==> src/rtl/fetch_predict.sv <==
// Instruction-fetch stage: PC register, direct-mapped BTB with 2-bit counters.
// Ports: CLK/RESET, STALL, redirect (Request_Alt_PC/Alt_PC), BTB update bus,
//        IM address/data, and fetched instr/PC/PC+4/prediction to IF/ID.
module fetch_predict #(
    parameter logic [31:0] RESET_PC = 32'hBFC00000,
    parameter int          IDX_BITS = 4
) (
    input  logic        CLK,
    input  logic        RESET,
    input  logic        STALL,
    input  logic        Request_Alt_PC,
    input  logic [31:0] Alt_PC,
    input  logic        Update_valid,
    input  logic [31:0] Update_PC,
    input  logic        Update_taken,
    input  logic [31:0] Update_target,
    output logic [31:0] Instr_address_2IM,
    input  logic [31:0] Instr1_fIM,
    output logic [31:0] Instr1_OUT,
    output logic [31:0] Instr_PC_OUT,
    output logic [31:0] Instr_PC_Plus4,
    output logic        Branch_prediction_OUT,
    output logic [1:0]  Branch_predictions_OUT
);

    localparam int ENTRIES = 1 << IDX_BITS;
    localparam int TAG_W   = 32 - IDX_BITS - 2;

    logic [31:0]         pc_q;
    logic [31:0]         pc_d;
    logic                valid_q  [ENTRIES];
    logic [TAG_W-1:0]    tag_q    [ENTRIES];
    logic [31:0]         target_q [ENTRIES];
    logic [1:0]          ctr_q    [ENTRIES];

    logic [IDX_BITS-1:0] lk_idx;
    logic [TAG_W-1:0]    lk_tag;
    logic                lk_hit;
    logic                lk_taken;
    logic [31:0]         pc_plus4;

    logic [IDX_BITS-1:0] up_idx;
    logic [TAG_W-1:0]    up_tag;
    logic                up_hit;
    logic                unused_up_lsb;

    assign lk_idx   = pc_q[IDX_BITS+1:2];
    assign lk_tag   = pc_q[31:IDX_BITS+2];
    assign lk_hit   = valid_q[lk_idx] && (tag_q[lk_idx] == lk_tag);
    assign lk_taken = lk_hit && ctr_q[lk_idx][1];
    assign pc_plus4 = pc_q + 32'd4;

    assign up_idx = Update_PC[IDX_BITS+1:2];
    assign up_tag = Update_PC[31:IDX_BITS+2];
    assign up_hit = valid_q[up_idx] && (tag_q[up_idx] == up_tag);
    assign unused_up_lsb = ^Update_PC[1:0];

    assign Instr_address_2IM      = pc_q;
    assign Instr_PC_OUT           = pc_q;
    assign Instr_PC_Plus4         = pc_plus4;
    assign Instr1_OUT             = Instr1_fIM;
    assign Branch_prediction_OUT  = lk_taken;
    assign Branch_predictions_OUT = lk_hit ? ctr_q[lk_idx] : 2'b01;

    // Redirect beats stall: a resolved misprediction must never be lost.
    always_comb begin
        pc_d = pc_plus4;
        if (Request_Alt_PC) begin
            pc_d = Alt_PC;
        end else if (STALL) begin
            pc_d = pc_q;
        end else if (lk_taken) begin
            pc_d = target_q[lk_idx];
        end
    end

    always_ff @(posedge CLK or negedge RESET) begin
        if (!RESET) begin
            pc_q <= RESET_PC;
            for (int i = 0; i < ENTRIES; i++) begin
                valid_q[i]  <= 1'b0;
                tag_q[i]    <= '0;
                target_q[i] <= '0;
                ctr_q[i]    <= 2'b01;
            end
        end else begin
            pc_q <= pc_d;
            if (Update_valid) begin
                if (up_hit) begin
                    if (Update_taken) begin
                        target_q[up_idx] <= Update_target;
                        if (ctr_q[up_idx] != 2'b11) begin
                            ctr_q[up_idx] <= ctr_q[up_idx] + 2'd1;
                        end
                    end else if (ctr_q[up_idx] != 2'b00) begin
                        ctr_q[up_idx] <= ctr_q[up_idx] - 2'd1;
                    end
                end else if (Update_taken) begin
                    // Miss on a taken branch replaces whatever aliased here.
                    valid_q[up_idx]  <= 1'b1;
                    tag_q[up_idx]    <= up_tag;
                    target_q[up_idx] <= Update_target;
                    ctr_q[up_idx]    <= 2'b10;
                end
            end
        end
    end

endmodule

==> config.mk <==
export PLATFORM = sky130hd
export DESIGN_NAME = fetch_predict
export DESIGN_NICKNAME = d
export VERILOG_FILES = /design/src/rtl/fetch_predict.sv
export SDC_FILE = /design/constraint.sdc
export NUM_CORES = 2
export LEC_CHECK = 0
export ABC_CLOCK_PERIOD_IN_PS = 8100
export BUFFER_PORTS_ARGS = -buffer_cell sky130_fd_sc_hd__buf_2
export CAP_MARGIN = 20
export CORE_ASPECT_RATIO = 2
export CORE_UTILIZATION = 61
export DETAILED_ROUTE_END_ITERATION = 8
export PLACE_DENSITY = 0.82
export SLEW_MARGIN = 5
export SYNTH_ARGS = -nofsm -noshare
export SYNTH_HDL_FRONTEND = slang
export SYNTH_SLANG_ARGS = --single-unit
==> constraint.sdc <==
create_clock -name CLK -period 8.1 [get_ports CLK]
set_clock_uncertainty 0.1 [all_clocks]
set_input_delay 0.405 -clock CLK [delete_from_list [all_inputs] [get_ports CLK]]
set_output_delay 0.405 -clock CLK [all_outputs]
set_load 0.03 [all_outputs]
# Word-level counts from Yosys, hierarchy flattened
# Index checks and enable logic that the tools add are counted.
# W data, S select, Z words.
[op_classes] addsub=3 magnitude_cmp=3 n_eq_ne=5 mux=42 bitwise=7 reduce_logical=10
[ops] cell="$bwmux W512" n=1
[ops] cell="$bwmux W416" n=1
[ops] cell="$mux W32" n=11
[ops] cell="$bmux W26 S4" n=2
[ops] cell="$mux W26" n=5
[ops] cell="$bmux W32 S4" n=1
[ops] cell="$demux W32 S4" n=1
[ops] cell="$demux W26 S4" n=1
[ops] cell="$bwmux W32" n=2
[ops] cell="$eq A26 B26 Y1" n=2
[ops] cell="$add A32 B3 Y32 const B" n=1
[ops] cell="$or A16 B16 Y16" n=2
[ops] cell="$and A16 B16 Y16" n=1
[ops] cell="$bmux W2 S4" n=2
[ops] cell="$not A16 Y16" n=1
[ops] cell="$mux W2" n=6
[ops] cell="$ge A5 B5 Y1 const B" n=2
[ops] cell="$not A4 Y5" n=2
[ops] cell="$bmux W1 S4" n=2
[ops] cell="$demux W2 S4" n=1
[ops] cell="$reduce_bool A2 Y1" n=3
[ops] cell="$lt A5 B1 Y1 const B" n=1
[ops] cell="$mux W1" n=5
[ops] cell="$demux W1 S4" n=1
[ops] cell="other kinds (10)" n=13
[word_totals] ff_bits=1008 in_bits=134 output_inout_bits=131 word_cells=135

# Depth between registers and ports, before layout
[logic_depth] depth_word=10 mapped_depth=17 mapped_depth_nobuf=10

# Worst setup path after synthesis
# OpenSTA, ideal clock, no wires.
[synth_path] path_type="register to output" start="register pc_q[3] (netlist: Instr_PC_OUT[3])" end="output Branch_predictions_OUT[0]" arrival_time_ps=3730 required_ps=7595 setup_slack_ps=3865 stages_incl_launch_ff=14 path_buffers=7 path_cell_list="dfrtp_1 > buf_2 > buf_6 > clkbuf_1 > buf_2 > buf_2 > buf_1 > buf_1 > mux4_2 > nor2_1 > nor2_1 > nor4_1 > a32oi_1 > or3_1"
[synth_via] elab_chain_cells=7 word_cells_on_any_way=13 classes_between="1 x eq/ne; 10 x mux; 1 x bitwise; 1 x reduce/logical"
[synth_lines] item="start, declared" line_no="29" text="logic [31:0] pc_q;"
[synth_lines] item="start signal, assigned" line_no="87" text="pc_q <= pc_d;"
[synth_lines] item="$not A4 Y5 (not written as such) (*)" line_no="49, 63"
[synth_lines] item="$bmux W26 S4" line_no="49" text="assign lk_hit = valid_q[lk_idx] && (tag_q[lk_idx] == lk_tag);"
[synth_lines] item="$mux W26 (not written as such) (2 in series)" line_no="49"
[synth_lines] item="$eq A26 B26 Y1" line_no="49"
[synth_lines] item="$logic_and A1 B1 Y1" line_no="49"
[synth_lines] item="$mux W2 (*)" line_no="63" text="assign Branch_predictions_OUT = lk_hit ? ctr_q[lk_idx] : 2'b01;"
[synth_lines] item="end, declared" line_no="23" text="output logic [1:0] Branch_predictions_OUT"
# Every way passes the cells marked *; elsewhere a longest branch is shown, timed or not. The select of a mux whose other input is x is not followed.

# Final worst setup path
[layout_path] start="register pc_q[2] (netlist: Instr_PC_OUT[2])" end="output Branch_predictions_OUT[1]"
# The elaborated chain is that of the path after synthesis.

==> flow_summary_export.csv <==
group,metric,value,unit
routing,drt_first_pass_iters,5,
clock_network,clkLatencyLatePin,700,ps
final_layout,nets,3686,
clock_network,cts_buffers,85,
die,core_area,85600,sq um
final_layout,area_growth_syn_to_layout,7.75,%
clock_network,clockRootBuffer,"clkbuf_16",
synth,synth_area_leaders,"dfrtp_1, mux2_2, mux4_2",
setup_path,cp_num_buf_inv,4,
synth,synth-main-ff-cell,"dfrtp_1",
sta,setup_tns,0,ps
clock_network,cts.path.max_buffers,3,
worst_hold_path,hold_path_class,"in2reg",
sta,tightest_slew,1220,ps
setup_path,cp-end-kind,"output port",
setup_path,max_stage_delay,860,ps
die,rows,152,
global_routing,grt_max_degree,182,
global_routing,grt_pass1_vias,35200,
synth,yosys_warnings,0,
clock_network,cts_sinks,1008,
setup_path,r2r-start,"Instr_PC_OUT[2]$_DFFE_PN0P_",
sta,final_max_slew_viol_count,0,
run_status,status,"completed",
setup_path,worstSetupStartpoint,"Instr_PC_OUT[2]$_DFFE_PN0P_",
power_and_ir_drop,p_per_area,255,nW/um^2
die,die_width,210,um
global_routing,gr-total-overflow,0,
sta,rsz0062_at_grt,"no",
setup_path,cp_max_fo,40,
sta,fin_crit,6830,ps
synth,avgSynthCellArea,14.9,sq um
routing,wl_per_cell,32.8,um
routing,viasPerCell,7.15,
routing,ant_nets,0,
setup_path,start_kind,"flop",
global_routing,grt_use_total,36.1,%
final_layout,layout_commonest_cell,"dfrtp_1",
flow_run,drv_cap,0,
routing,wl,154000,um
sta,max-slew-margin-rel,18.2,%
synth,async_flop_share,100,%
die,io_pins,265,
synth,synth_top_area_share,46.7,%
clock_network,path_clk_slew,70,ps
synth,synth-seq-cells,1008,
routing,drc,0,
setup_path,crit_type,"reg2out",
die,initial_core_util,61.5,%
setup_path,path_delay_family,"simple AND/OR/NAND/NOR gates",
synth,synth_edf_count,0,
power_and_ir_drop,power.leakage,0.0248,uW
final_layout,drive_gt1_share,45.4,%
setup_path,slowest_stage,"nor3_4",
synth,syn_area,52600,sq um
power_and_ir_drop,power,14500,uW
die,die_h,417,um
die,die_area,87600,sq um
global_routing,grt_pass1_wl,230000,um
placed_design,routabilityCongestion,1.04,
synth,yosysUniqueCellTypes,80,
synth,postSynthCellCount,3539,
final_layout,mostFrequentLayoutCells,"dfrtp_1, mux2_2, mux4_2",
synth,yosysSeqAreaShare,48.0,%
placed_design,portBuffers,198,
setup_path,cp.required,7600,ps
synth,synth_nets,3676,
global_routing,antenna_found_initial,15,
worst_hold_path,holdCritStartpoint,"Update_target[17]",
clock_network,cts_tree,"yes",
synth,yosysTopAreaCell,"dfrtp_1",
sta,fin_crit_sh,84.3,%
clock_network,h-tree-depth,3,
routing,first_iter_violations,3440,
setup_path,cp_common_cell,"buf_4",
sta,setup_viol,0,
placed_design,dp_hpwl,97300,um
clock_network,cts_resized,0,
routing,vias,33600,
sta,hold_violations,0,
setup_path,cp.arrival,6320,ps
power_and_ir_drop,ir_drop,0.320,mV
sta,fmax,147,MHz
setup_path,worstPathCellList,"buf_12 -> buf_4 -> mux4_2 -> mux2i_1 -> xnor2_1 -> a41oi_1 -> or4_1 -> nor3_4 -> buf_4 -> buf_2",
[path summary, 6_finish.rpt]
kind                       slack, ps  cells past startpoint                           end
max                             1270                     10     Branch_predictions_OUT[1]
min in group asynchronous        250                      2        tag_q[156]$_DFFE_PN0P_
max reg2reg                     1980                     12  Instr_PC_OUT[20]$_DFFE_PN0P_
min reg2reg                      390                      1        valid_q[7]$_DFFE_PN0P_
max in group asynchronous       5510                      4   Instr_PC_OUT[5]$_DFFE_PN0P_
min                               40                      2      target_q[49]$_DFFE_PN0P_
[registers in the layout, summed over array words and instances, names as in the netlist]
name,count
target_q,512
ctr_q,32
Instr_PC_OUT,32
tag_q,416
valid_q,16
[area by class of cell]
class	instances	area (sq um)
Clock inverter	29	452
Fill cell	5929	28900
Antenna cell	4	10.0
Timing Repair Buffer	314	2090
Tap cell	1078	1350
Sequential cell	1008	25300
Clock buffer	122	2450
Inverter	53	201
Multi-Input combinational cell	2087	24900
[worst reg2reg max path, delay by kind of cell (launching register included)]
family                    cells  cell delay, ps
DFF                           1             840
muxes                         3            1280
and+or+nand+nor               2            1650
buffers and inverters         4            1420
xor gates and xnor gates      1             190
AOI/OAI and AO/OA             2             490
[synthesized netlist by cell type (all sizes together) (4+ instances only)]
cell         count
dfrtp          983
mux2           963
mux4           380
buf            218
clkbuf         162
mux2i          148
a21oi           99
nand2           69
xnor2           61
inv             50
nor2            49
nand3           31
o21ai           26
dfstp           25
nand2b          24
nor3            23
nand4           22
a22oi           19
nor2b           13
o22ai           12
xor2            11
nor4            10
o21a            10
a2111oi          8
a221oi           8
and2             8
o22a             8
a21o             7
a31oi            7
dlygate4sd1      7
o31ai            6
a211oi           5
and3             5
o211ai           5
a222oi           4
a41oi            4
dlygate4sd3      4
or4              4
[layer usage]
layer	track usage, %	share of wire, %	vias to the layer above
met3	9.37	9.2	605
li1	-	-	13300
met2	56.6	48	1931
met1	43.8	35	17700
met5	0	0.086	-
met4	25.5	8.1	20
[report_power, final]
part	internal, uW	switching [uW]	leakage [uW]
Combinational	1790	1590	0.0106
Sequential	5980	704	0.0128
Clock	2460	1940	0.00143
[through the flow]
step / utilization (%) / hold slack (ps) / instance area (sq um) / std cells / setup WS, ps
2_1_floorplan: - / 9.41 / 52600 / 3539 / 3870
3_3_place_gp: 62.5 / 361 / 53500 / 4506 / 2190
3_5_place_dp: 62.5 / 370 / 53500 / 4506 / 2140
4_1_cts: 66.2 / 27.2 / 56700 / 4690 / 1530
5_1_grt: 66.3 / 47.2 / 56700 / 4694 / 1120
6_report: 66.3 / 44.6 / 56700 / 4695 / 1270
[logic make-up after synthesis]
kind of cell | synth area share (%)
AND/OR/NAND/NOR | 2.94
adder cells (fa/ha/maj) | 0.0713
multiplexers | 39.7
buffers and inverters | 4.89
AO/OA/AOI/OAI | 3.22
XOR/XNOR | 1.20
flip-flops | 48.0
[what timing repair did]
item,in CTS,in global routing
hold buffers,33,0
endpoints found under the hold margin,133,0
setup buffers,0,0
Note: power is estimated with default switching activity, not from simulation.
